==> src/rtl/regdump_pkg.sv <==
// Shared types and constants for the register-file dump unit:
// FSM state encoding, bytes per register and 8N1 frame constants.
package regdump_pkg;

    typedef enum logic [2:0] {
        ST_IDLE,
        ST_READ,
        ST_LOAD,
        ST_SEND,
        ST_CSUM,
        ST_FIN
    } state_e;

    localparam int unsigned BYTES_PER_REG = 4;

    localparam logic        START_BIT  = 1'b0;
    localparam logic        STOP_BIT   = 1'b1;
    localparam int unsigned FRAME_BITS = 10;

endpackage

==> src/rtl/uart_tx_byte.sv <==
// 8N1 byte transmitter. Owns the bit timer and bit counter. A new byte may be
// loaded on the last cycle of a stop bit, so frames can run back to back.
module uart_tx_byte
    import regdump_pkg::*;
#(
    parameter int unsigned CLKS_PER_BIT = 104
) (
    input  logic       clk,
    input  logic       reset,
    input  logic       load,
    input  logic [7:0] data,
    output logic       tx,
    output logic       ready
);

    localparam int unsigned     TW    = (CLKS_PER_BIT > 1) ? $clog2(CLKS_PER_BIT) : 1;
    localparam logic [TW-1:0]   TLAST = TW'(CLKS_PER_BIT - 1);
    localparam logic [3:0]      BLAST = 4'(FRAME_BITS - 1);

    logic          active_q, active_d;
    logic [TW-1:0] timer_q, timer_d;
    logic [3:0]    bit_q, bit_d;
    logic [8:0]    frame_q, frame_d;
    logic          tx_q, tx_d;
    logic          bit_end;

    assign bit_end = (timer_q == TLAST);
    // Ready when idle or on the final cycle of the stop bit.
    assign ready   = !active_q || (bit_end && (bit_q == BLAST));
    assign tx      = tx_q;

    always_comb begin
        active_d = active_q;
        timer_d  = timer_q;
        bit_d    = bit_q;
        frame_d  = frame_q;
        tx_d     = tx_q;
        if (active_q) begin
            timer_d = bit_end ? '0 : timer_q + TW'(1);
            if (bit_end) begin
                if (bit_q == BLAST) begin
                    active_d = 1'b0;
                    tx_d     = STOP_BIT;
                end else begin
                    bit_d   = bit_q + 4'd1;
                    tx_d    = frame_q[0];
                    frame_d = {STOP_BIT, frame_q[8:1]};
                end
            end
        end
        if (load && ready) begin
            active_d = 1'b1;
            timer_d  = '0;
            bit_d    = '0;
            tx_d     = START_BIT;
            frame_d  = {STOP_BIT, data};
        end
    end

    always_ff @(posedge clk or negedge reset) begin
        if (!reset) begin
            active_q <= 1'b0;
            timer_q  <= '0;
            bit_q    <= '0;
            frame_q  <= '1;
            tx_q     <= 1'b1;
        end else begin
            active_q <= active_d;
            timer_q  <= timer_d;
            bit_q    <= bit_d;
            frame_q  <= frame_d;
            tx_q     <= tx_d;
        end
    end

endmodule

==> src/rtl/regfile_dump_uart.sv <==
// Walks register file x0..x(NUM_REGS-1) through a registered read port and sends
// each word MSB byte first over 8N1. Define REGDUMP_CHECKSUM_EN to append an XOR checksum byte.
module regfile_dump_uart
    import regdump_pkg::*;
#(
    parameter int unsigned CLKS_PER_BIT = 104,
    parameter int unsigned NUM_REGS     = 32
) (
    input  logic        clk,
    input  logic        reset,
    input  logic        start,
    output logic [4:0]  rf_addr,
    input  logic [31:0] rf_data,
    output logic        tx,
    output logic        busy,
    output logic        done
);

    localparam int unsigned    IDX_W     = 5;
    localparam logic [IDX_W-1:0] LAST_IDX = IDX_W'(NUM_REGS - 1);
    localparam logic [2:0]     BYTE_LAST = 3'(BYTES_PER_REG);

    state_e           state_q, state_d;
    logic [IDX_W-1:0] idx_q, idx_d;
    logic [31:0]      word_q, word_d;
    logic [2:0]       cnt_q, cnt_d;
    logic             busy_q, busy_d;
    logic             done_q, done_d;
`ifdef REGDUMP_CHECKSUM_EN
    logic [7:0]       csum_q, csum_d;
`endif

    logic       tx_load;
    logic [7:0] tx_byte;
    logic       tx_ready;

    assign rf_addr = idx_q;
    assign busy    = busy_q;
    assign done    = done_q;

    // Byte sequencing: first byte leaves straight from LOAD, the rest on ready.
    always_comb begin
        state_d = state_q;
        idx_d   = idx_q;
        word_d  = word_q;
        cnt_d   = cnt_q;
        busy_d  = busy_q;
        done_d  = 1'b0;
        tx_load = 1'b0;
        tx_byte = word_q[31:24];
`ifdef REGDUMP_CHECKSUM_EN
        csum_d  = csum_q;
`endif
        case (state_q)
            ST_IDLE: begin
                if (start) begin
                    state_d = ST_READ;
                    idx_d   = '0;
                    busy_d  = 1'b1;
`ifdef REGDUMP_CHECKSUM_EN
                    csum_d  = '0;
`endif
                end
            end
            ST_READ: state_d = ST_LOAD;
            ST_LOAD: begin
                tx_load = 1'b1;
                tx_byte = rf_data[31:24];
                word_d  = {rf_data[23:0], 8'h00};
                cnt_d   = 3'd1;
                state_d = ST_SEND;
`ifdef REGDUMP_CHECKSUM_EN
                csum_d  = csum_q ^ rf_data[31:24];
`endif
            end
            ST_SEND: begin
                if (tx_ready) begin
                    if (cnt_q != BYTE_LAST) begin
                        tx_load = 1'b1;
                        word_d  = {word_q[23:0], 8'h00};
                        cnt_d   = cnt_q + 3'd1;
`ifdef REGDUMP_CHECKSUM_EN
                        csum_d  = csum_q ^ word_q[31:24];
`endif
                    end else if (idx_q < LAST_IDX) begin
                        idx_d   = idx_q + 5'd1;
                        state_d = ST_READ;
                    end else begin
`ifdef REGDUMP_CHECKSUM_EN
                        tx_load = 1'b1;
                        tx_byte = csum_q;
                        state_d = ST_CSUM;
`else
                        state_d = ST_FIN;
                        busy_d  = 1'b0;
                        done_d  = 1'b1;
`endif
                    end
                end
            end
`ifdef REGDUMP_CHECKSUM_EN
            ST_CSUM: begin
                if (tx_ready) begin
                    state_d = ST_FIN;
                    busy_d  = 1'b0;
                    done_d  = 1'b1;
                end
            end
`endif
            ST_FIN:  state_d = ST_IDLE;
            default: state_d = ST_IDLE;
        endcase
    end

    always_ff @(posedge clk or negedge reset) begin
        if (!reset) begin
            state_q <= ST_IDLE;
            idx_q   <= '0;
            word_q  <= '0;
            cnt_q   <= '0;
            busy_q  <= 1'b0;
            done_q  <= 1'b0;
`ifdef REGDUMP_CHECKSUM_EN
            csum_q  <= '0;
`endif
        end else begin
            state_q <= state_d;
            idx_q   <= idx_d;
            word_q  <= word_d;
            cnt_q   <= cnt_d;
            busy_q  <= busy_d;
            done_q  <= done_d;
`ifdef REGDUMP_CHECKSUM_EN
            csum_q  <= csum_d;
`endif
        end
    end

    uart_tx_byte #(
        .CLKS_PER_BIT(CLKS_PER_BIT)
    ) u_tx (
        .clk  (clk),
        .reset(reset),
        .load (tx_load),
        .data (tx_byte),
        .tx   (tx),
        .ready(tx_ready)
    );

endmodule

==> config.mk <==
export PLATFORM = sky130hd
export DESIGN_NAME = regfile_dump_uart
export DESIGN_NICKNAME = d
export VERILOG_FILES = /design/src/rtl/regdump_pkg.sv /design/src/rtl/uart_tx_byte.sv /design/src/rtl/regfile_dump_uart.sv
export SDC_FILE = /design/constraint.sdc
export NUM_CORES = 1
export LEC_CHECK = 0
export CAP_MARGIN = 30
export CORE_MARGIN = 1.5
export CORE_UTILIZATION = 51
export CTS_BUF_LIST = sky130_fd_sc_hd__clkbuf_8
export CTS_CLUSTER_SIZE = 25
export DETAILED_ROUTE_END_ITERATION = 12
export HOLD_SLACK_MARGIN = 0.05
export PLACE_DENSITY = 0.78
export SLEW_MARGIN = 15
export SYNTH_ARGS = -nofsm -noshare
export SYNTH_HDL_FRONTEND = slang
export SYNTH_HIERARCHICAL = 1
export SYNTH_SLANG_ARGS = --single-unit
==> constraint.sdc <==
create_clock -name clk -period 2.6 [get_ports clk]
set_input_delay 0.26 -clock clk [delete_from_list [all_inputs] [get_ports clk]]
set_output_delay 0.26 -clock clk [all_outputs]
set_load 0.01 [all_outputs]
Word-level counts from Yosys, hierarchy flattened
Index checks and enable logic that the tools add are counted.
{"block": "totals", "reg_bits": 67, "output_inout_bits": 8, "in_bits": 35}
{"block": "op_classes", "n_eq_ne": 13, "mux": 48, "n_addsub": 4, "n_lt_le_gt_ge": 1, "reduce_logical": 15}
{"cell": "$mux 32", "n": 2}
{"cell": "$pmux 32 s2", "n": 1}
{"cell": "$mux 9", "n": 4}
{"cell": "$mux 7", "n": 3}
{"cell": "$mux 5", "n": 4}
{"cell": "$mux 1", "n": 18}
{"cell": "$mux 3", "n": 6}
{"cell": "$mux 4", "n": 4}
{"cell": "$ne 2x2->1 const B", "n": 6}
{"cell": "$pmux 3 s4", "n": 1}
{"cell": "$pmux 5 s2", "n": 1}
{"cell": "$reduce_and 5->1", "n": 2}
{"cell": "$reduce_and 3->1", "n": 3}
{"cell": "$mux 8", "n": 1}
{"cell": "$reduce_bool 2->1", "n": 4}
{"cell": "$add 7x1->7 const B", "n": 1}
{"cell": "$eq 7x7->1 const B", "n": 1}
{"cell": "$eq 3x2->1 const B", "n": 2}
{"cell": "$pmux 3 s2", "n": 1}
{"cell": "$add 5x1->5 const B", "n": 1}
{"cell": "$lt 5x5->1 const B", "n": 1}
{"cell": "$add 4x1->4 const B", "n": 1}
{"cell": "$eq 4x4->1 const B", "n": 1}
{"cell": "$pmux 1 s2", "n": 2}
{"cell": "other kinds (9)", "n": 10}

Longest topological paths before layout
Gate-level depths: netlist of run 1.
{"block": "logic_depth", "depth_word": 8, "depth_mapped": 14}

Cells and area by module
Netlist of run 1, hierarchy kept.
{"module": "regfile_dump_uart", "cells_each": 151, "seq_area_each_um2": 925.9, "area_per_inst_um2": 1939.4, "n_inst": 1}
{"module": "uart_tx_byte", "cells_each": 108, "seq_area_each_um2": 536.8, "area_per_inst_um2": 1148.6, "n_inst": 1}

Least setup slack after synthesis of run 1
No wires, ideal clock.
{"block": "synth_timing", "path_type": "flip-flop to flip-flop", "from": "reg u_tx.bit_q[1]", "to": "reg u_tx.timer_q[4]", "path_stages_with_launch": 14, "path_slack_ps": -208, "arrival_time_ps": 2730, "setup_ps": 77, "cell_sequence": "dfrtp_1 -> inv_1 -> ha_1 -> nand3b_1 -> a21oi_1 -> a21bo_2 -> a21o_1 -> buf_6 -> clkinv_8 -> buf_12 -> clkbuf_1 -> nor2_1 -> or3_1 -> a21oi_1"}
{"block": "synth_between", "elab_chain_len": 7, "elab_cells_between_ends": 8, "cone_classes": "eq/ne (1); mux (3); reduce/logical (4)"}
{"element": "start, declared", "line": "uart_tx_byte.sv:22", "rtl": "logic [3:0] bit_q, bit_d;"}
{"element": "start signal, assigned", "line": "uart_tx_byte.sv:70", "rtl": "bit_q <= bit_d;"}
{"element": "$eq 4x4->1 *", "line": "uart_tx_byte.sv:29", "rtl": "assign ready = !active_q || (bit_end && (bit_q == BLAST));"}
{"element": "$logic_and 1x1->1 *", "line": "uart_tx_byte.sv:29"}
{"element": "$logic_or 1x1->1 *", "line": "uart_tx_byte.sv:29"}
{"element": "via tx_ready", "line": "regfile_dump_uart.sv:35", "rtl": "logic tx_ready;"}
{"element": "$mux 1 *", "line": "regfile_dump_uart.sv:77", "rtl": "if (tx_ready) begin"}
{"element": "$pmux 1 s2 *", "line": "regfile_dump_uart.sv:54", "rtl": "case (state_q)"}
{"element": "via tx_load", "line": "regfile_dump_uart.sv:33", "rtl": "logic tx_load;"}
{"element": "$logic_and 1x1->1 *", "line": "uart_tx_byte.sv:51", "rtl": "if (load && ready) begin"}
{"element": "$mux 7 / $reduce_bool 2->1 (equally long branches)"}
{"element": "end signal, assigned", "line": "uart_tx_byte.sv:69", "rtl": "timer_q <= timer_d;"}
{"element": "end, declared", "line": "uart_tx_byte.sv:21", "rtl": "logic [TW-1:0] timer_q, timer_d;"}
Mark *: on every way through the listed nets, which the timed path passes. The rest lies on a longest branch.
A chain may end at the register's enable or synchronous reset.

Final worst setup path of run 1
{"block": "layout_timing", "from": "reg u_tx.timer_q[0]", "to": "reg u_tx.timer_q[4]"}
{"block": "layout_between", "elab_chain_len": 7, "elab_cells_between_ends": 11, "cone_classes": "add/sub (1); eq/ne (1); mux (5); reduce/logical (4)"}
{"element": "$eq 7x7->1 *", "line": "uart_tx_byte.sv:27", "rtl": "assign bit_end = (timer_q == TLAST);"}
{"element": "$logic_and 1x1->1 *", "line": "uart_tx_byte.sv:29"}
{"element": "$logic_or 1x1->1 *", "line": "uart_tx_byte.sv:29"}
{"element": "via tx_ready", "line": "regfile_dump_uart.sv:35"}
{"element": "$mux 1", "line": "regfile_dump_uart.sv:77"}
{"element": "$pmux 1 s2", "line": "regfile_dump_uart.sv:54"}
{"element": "$logic_and 1x1->1 *", "line": "uart_tx_byte.sv:51"}
{"element": "$mux 7 / $reduce_bool 2->1 (equally long branches)"}
Mark *: on every way through the listed nets, which the timed path passes. The rest lies on a longest branch. The select of a mux whose other input is x is not followed.

==> results.py, run 1 <==
metrics = {
    "synthesis": {
        "synth_seq_cells": 58,
        "synth_most_common_cell": "dfrtp_1",
        "synth_top_area_cell": "dfrtp_1",
        "avgSynthCellArea_sq_um": 11.9,
        "synth-simple-area-share_pct": 12.0,
        "synthDistinctLibCells": 66,
        "ys_seq_area_share_pct": 47.4,
        "synth-compound-area-share_pct": 14.4,
        "synth_nets": 300,
        "synth_top_cells_by_count": "dfrtp_1 (49), mux2_2 (32), nand2_1 (15), inv_1 (10), nor2_1 (10)",
        "synthMuxAreaShare_pct": 17.7,
        "yosys_most_used_dff": "dfrtp_1",
        "synthAdderAreaFrac_pct": 2.43,
        "ys_warn_count": 6,
        "synth_top_area_share_pct": 39.7,
        "netlist_instances": 259,
        "synth_xor_area_share_pct": 1.13,
        "synth_edf_count": 0,
        "synth_top_family_by_area": "multiplexers",
        "netlist_area_sq_mm": 0.00309,
        "synth-async-reset-ratio_pct": 100,
        "synthTopCellsByArea": "dfrtp_1 (40%), mux2_2 (12%), dfstp_2 (7.7%)",
    },
    "grt": {
        "grt_usage_pct": 21.4,
        "grt_max_degree": 59,
        "grt_pass1_vias": 2281,
        "antenna_found_initial": 0,
        "grt_pass1_wl_um": 10500,
        "overflow": 0,
    },
    "setup_path": {
        "cp.required_ns": 2.84,
        "worst_ep_arrival_time_ns": 2.67,
        "crit_type": "reg2reg",
        "cp_max_fo": 8,
        "end_kind": "flip-flop",
        "start_kind": "flip-flop",
    },
    "pwr": {
        "p_leak_nw": 1.65,
        "total_power_mw": 2.73,
        "ir_drop_v": 0.000415,
        "power_density_mw_per_mm2": 716,
    },
    "route": {
        "vias": 2228,
        "wl_per_cell_um": 15.8,
        "drt_wl_total_um": 6150,
        "drtIter0Drc": 90,
        "first_pass_iters": 4,
        "antenna_left": 0,
        "via_per_inst": 5.73,
        "drc": 0,
    },
    "timing": {
        "max_freq_mhz": 412,
        "min_period_ns": 2.42,
        "final.setup.worst_slack_ns": 0.175,
        "fin_worst_skew_ns": 0.00706,
        "slew_viol_final": 0,
        "grt_setup_unrepaired": "no",
        "relSlewSlack_pct": 51.8,
        "hold_violations": 0,
        "worst_slew_pin_slew_ns": 0.723,
        "setup_viol": 0,
        "tns_ns": 0,
        "fin_crit_sh_pct": 93.3,
    },
    "final_layout": {
        "drive_above_1_share_pct": 29.0,
        "fillCellCount": 467,
        "final_cells": 389,
        "diodes": 0,
        "areaGrowthSynthToFinish_pct": 23.3,
        "nNetsFinal": 350,
    },
    "floorplanning": {
        "die_area_sq_mm": 0.00653,
        "start_util_pct": 52.5,
        "die-height_um": 80.8,
        "io_pins": 43,
        "rows": 28,
        "core-area_sq_mm": 0.00589,
        "die_w_um": 80.8,
    },
    "clock_tree": {
        "cts_tree": "yes",
        "htree_levels": 3,
        "clk_pin_slew_ns": 0.06,
        "clock-sinks": 58,
        "cts_buffers": 9,
        "clk_latency_ns": 0.33,
        "cts_root_buf": "clkbuf_8",
        "cts_hold_buf": 0,
        "clk_path_buf_depth": 2,
    },
    "hold_path": {
        "hp-class": "in2async",
    },
    "place": {
        "portBuffers": 42,
        "pre_cts_slack_ns": 0.143,
        "dp_hpwl_um": 4330,
        "placed_cells": 373,
        "gp_congestion": 0.777,
    },
    "status": {
        "status": "finished clean",
    },
    "run": {
        "maxCapViolations": 0,
    },
}
[cells by family (layout without fill, tap and decap cells)]
group | Yosys count | after routing
and+or+nand+nor | 62 | 62
adders and majority gates | 6 | 6
xor gates and xnor gates | 4 | 4
buffers and inverters | 23 | 78
DFF | 58 | 58
muxes | 46 | 46
AOI/OAI and AO/OA | 60 | 60
[metrics by stage]
| stage | cell area [sq um] | hold slack (ns) | utilization [%] |
|---|---|---|---|
| floorplan | 3100 | -0.0356 | - |
| global placement | 3590 | 0.450 | 61.0 |
| detailed placement | 3590 | 0.448 | 61.0 |
| CTS | 3790 | 0.0913 | 64.4 |
| global route | 3810 | 0.127 | 64.7 |
| finish | 3810 | 0.0704 | 64.7 |
[where the power goes]
part / internal, mW / switching (mW)
clock network: 0.483 / 0.334
registers: 1.14 / 0.166
logic: 0.365 / 0.243
total: 1.98 / 0.742
[flip-flops by register name, indices dropped and copies added (netlist names)]
name	flops
busy	1
cnt_q	3
done	1
rf_addr	5
state_q	3
u_tx/active_q	1
u_tx/bit_q	4
u_tx/frame_q	8
u_tx/timer_q	7
u_tx/tx	1
word_q	24
[metal layers]
layer,part of all wire (%),vias to the layer above,global-route usage [%]
li1,-,1063,-
met1,46,1088,28.9
met2,48,65,32.6
met3,4.2,12,6.18
met4,1.8,0,8.79
met5,0,-,0
[placed cells by master (no fill, tap or decap), types with 7 or more instances in the layout]
cell             instances
o22ai_1                  9
clkdlybuf4s50_1         41
nand3_1                  7
mux2_2                  32
mux2_4                   9
clkbuf_8                11
dfstp_2                  9
nor2_1                   9
o21ai_0                  7
buf_4                    8
inv_1                   13
dfrtp_1                 49
a22o_1                   9
nand2_1                 15
[worst paths after layout]
kind,slack (ns),from,depth (start not counted),to
min in group clk,0.47,u_tx/tx$_DFFE_PN1P_,2,u_tx/tx$_DFFE_PN1P_
hold / removal,0.07,reset,2,rf_addr[4]$_DFFE_PN0P_
setup reg to reg,0.18,u_tx/timer_q[0]$_DFFE_PN0P_,10,u_tx/timer_q[4]$_DFFE_PN0P_
max in group asynchronous,2.04,reset,2,u_tx/bit_q[1]$_DFFE_PN0P_
hold reg to reg,0.47,u_tx/tx$_DFFE_PN1P_,2,u_tx/tx$_DFFE_PN1P_
setup / recovery,0.18,u_tx/timer_q[0]$_DFFE_PN0P_,10,u_tx/timer_q[4]$_DFFE_PN0P_
[layout make-up]
class / count / area (sq um) / share of cell area (%)
repair buffers: 51 / 495 / 13.0
inverters: 11 / 53.8 / 1.41
clock buffers: 11 / 151 / 3.98
flip-flops and latches: 58 / 1460 / 38.4
clock inverters: 5 / 46.3 / 1.22
multi-input cells: 178 / 1500 / 39.5
well taps: 75 / 93.8 / 2.47
[critical path, cell delays in order (launching register included)]
cell and delay (ns):
dfrtp_1 0.40, ha_1 0.23, and3_2 0.25, a21oi_4 0.09, a21oi_2 0.22, a21bo_2 0.29, a21o_4 0.24, clkinv_8 0.07
nor2_2 0.06, or3_1 0.34, a21oi_1 0.16
[what timing repair did]
| item | CTS | global route |
|---|---|---|
| gates resized for setup | 0 | 3 |
| endpoints found under the hold margin | 0 | 0 |
| setup buffers | 0 | 0 |
| setup endpoints to repair | 0 | 5 |
No activity file was read; power rests on OpenSTA's default activity.
==> run 2, diff against run 1 <==
==> constraint.sdc (replaced) <==
create_clock -name clk -period 2.1 [get_ports clk]
set_input_delay 0.21 -clock clk [delete_from_list [all_inputs] [get_ports clk]]
set_output_delay 0.21 -clock clk [all_outputs]
set_load 0.01 [all_outputs]
==> run 2 against run 1 <==
The flow now finishes with violations (setup timing); non-clock buffer count grew 23; final area grew 7.8%; critical endpoint is now word_q[28]$_DFFE_PN0P_; first-iteration DRC count shrank 3.3%.
==> results.py, run 2 (synthesized netlist as in run 1, its figures left out) <==
metrics = {
    "floorplanning": {
        "die-height_um": 80.8,
        "core-area_sq_mm": 0.00589,
        "io_pins": 43,
        "die_area_sq_mm": 0.00653,
        "die_w_um": 80.8,
        "start_util_pct": 52.5,
        "rows": 28,
    },
    "timing": {
        "fin_worst_skew_ns": 0.0134,
        "max_freq_mhz": 475,
        "hold_violations": 0,
        "worst_slew_pin_slew_ns": 0.490,
        "grt_setup_unrepaired": "yes",
        "relSlewSlack_pct": 67.3,
        "final.setup.worst_slack_ns": -0.00424,
        "fin_crit_sh_pct": 100,
        "min_period_ns": 2.10,
        "setup_viol": 4,
        "slew_viol_final": 0,
    },
    "setup_path": {
        "timing.rr.start": "u_tx/timer_q[1]$_DFFE_PN0P_",
        "rr_worst_depth": 9,
        "cp_max_fo": 7,
        "r2r-end": "word_q[28]$_DFFE_PN0P_",
        "worst_ep_arrival_time_ns": 2.32,
        "crit_type": "reg2reg",
        "cp.required_ns": 2.32,
        "end_kind": "flip-flop",
        "start_kind": "flip-flop",
        "rrSetupSlack_ns": -0.004,
    },
    "clock_tree": {
        "clk_path_buf_depth": 2,
        "clock-sinks": 58,
        "htree_levels": 3,
        "cts_root_buf": "clkbuf_8",
        "clk_latency_ns": 0.35,
        "clk_pin_slew_ns": 0.07,
        "cts_buffers": 9,
        "cts_tree": "yes",
    },
    "place": {
        "dp_hpwl_um": 4570,
        "gp_congestion": 0.837,
        "portBuffers": 42,
        "placed_area_sq_mm": 0.00376,
    },
    "status": {
        "status": "finished, violations left",
        "violations": "setup timing",
    },
    "grt": {
        "overflow": 0,
        "grt_max_degree": 41,
        "grt_pass1_wl_um": 11100,
        "antenna_found_initial": 0,
        "grt_pass1_vias": 2300,
        "grt_usage_pct": 23.0,
    },
    "hold_path": {
        "hp-class": "in2async",
    },
    "pwr": {
        "pwr-share-seq_pct": 44.2,
        "p_int_mw": 2.54,
        "clock_power_share_pct": 25.5,
        "total_power_mw": 3.57,
        "swShare_pct": 28.9,
        "p_switching_mw": 1.03,
        "power_density_mw_per_mm2": 871,
        "combPwrFrac_pct": 30.2,
        "p_leak_nw": 1.79,
        "ir_drop_v": 0.000566,
    },
    "route": {
        "via_per_inst": 5.63,
        "vias": 2318,
        "antenna_left": 0,
        "wl_per_cell_um": 16.3,
        "drtIter0Drc": 87,
        "drc": 0,
        "drt_wl_total_um": 6700,
        "first_pass_iters": 4,
    },
    "final_layout": {
        "nNetsFinal": 374,
        "diodes": 0,
        "top_regs": "word_q (24), u_tx/frame_q (8), u_tx/timer_q (7)",
        "largest_reg_flops": 24,
        "regMostFlops": "word_q",
        "most-common-layout-cells": "dfrtp_1 (49), clkdlybuf4s50_1 (41), buf_4 (28), mux2_2 (26)",
        "final_area_sq_mm": 0.00410,
        "drive_above_1_share_pct": 37.4,
        "layout_commonest_cell": "dfrtp_1",
        "areaGrowthSynthToFinish_pct": 32.8,
    },
    "run": {
        "maxCapViolations": 0,
    },
}
run 2: changes by cell type in the layout (fill, tap and decap cells not counted), moves of 3 or more:
cell	change
o21ai_1	+3
inv_1	-3
buf_4	+20
o21ai_0	-3
mux2_2	-6
mux2_4	+6
run 2: layer usage:
layer  up-vias  GRT usage, %  share of wire, %
met5         -             0                 0
li1       1111             -                 -
met2        47          36.3                48
met1      1145          29.8                45
met3        15          7.75               4.5
met4         0          7.76               2.2
run 2: worst max-delay path by stage:
stage | from | endpoint | slack [ns] | depth (start not counted)
2_1_floorplan | u_tx/bit_q[1]$_DFFE_PN0P_ | u_tx/timer_q[5]$_DFFE_PN0P_ | -0.41 | 14
3_5_place_dp | u_tx/timer_q[1]$_DFFE_PN0P_ | u_tx/timer_q[5]$_DFFE_PN0P_ | -0.09 | 11
5_1_grt | u_tx/timer_q[0]$_DFFE_PN0P_ | u_tx/frame_q[4]$_DFFE_PN1P_ | -0.1 | 10
3_3_place_gp | u_tx/timer_q[1]$_DFFE_PN0P_ | u_tx/timer_q[5]$_DFFE_PN0P_ | 0.006 | 11
4_1_cts | u_tx/timer_q[1]$_DFFE_PN0P_ | word_q[28]$_DFFE_PN0P_ | 0.0001 | 9
6_report | u_tx/timer_q[1]$_DFFE_PN0P_ | word_q[28]$_DFFE_PN0P_ | -0.004 | 9
run 2: stage by stage:
step	utilization (%)	std cells	TNS, ns	setup WS, ns	hold WS (ns)
global placement	63.9	388	0	0.00560	0.185
CTS	68.1	409	0	0.000146	0.358
detailed placement	63.9	388	-1.08	-0.0862	0.197
global route	69.7	412	-1.70	-0.0997	0.395
finish	69.7	412	-0.0119	-0.00424	0.355
floorplan	-	259	-7.96	-0.407	-0.0856
run 2: critical path, stage by stage (launching register included):
cell and delay, ns:
dfrtp_1 0.36, ha_2 0.18, and3_4 0.21, a21oi_4 0.06
a21oi_2 0.12, a21bo_2 0.26, a21o_4 0.25, clkinv_8 0.09
buf_4 0.15, mux2_4 0.29
run 2: area by class of cell:
class                   count  area (sq um)
clock buffers              11           151
clock inverters             4          18.8
fillers                   441          1780
inverters                  11          53.8
multi-input cells         178          1620
flip-flops and latches     58          1460
well taps                  75          93.8
repair buffers             74           696
repair inverters            1          8.76
run 2: power by group through the flow:
stage / Clock [mW] / Sequential (mW) / Combinational, mW
after floorplan: 0 / 1.57 / 0.609
after global placement: 0 / 1.57 / 0.925
after detailed placement: 0 / 1.58 / 0.964
after CTS: 0.935 / 1.57 / 0.998
after global routing: 0.978 / 1.61 / 1.18
final: 0.913 / 1.58 / 1.08
run 2: timing repair:
action / in CTS / in global routing
gates resized for setup: 3 / 16
buffers inserted: 4 / 3
pin swaps: 0 / 6
endpoints found under the setup margin: 26 / 31
gates cloned: 1 / 0
endpoints found under the hold margin: 17 / 0
hold buffers: 1 / 0
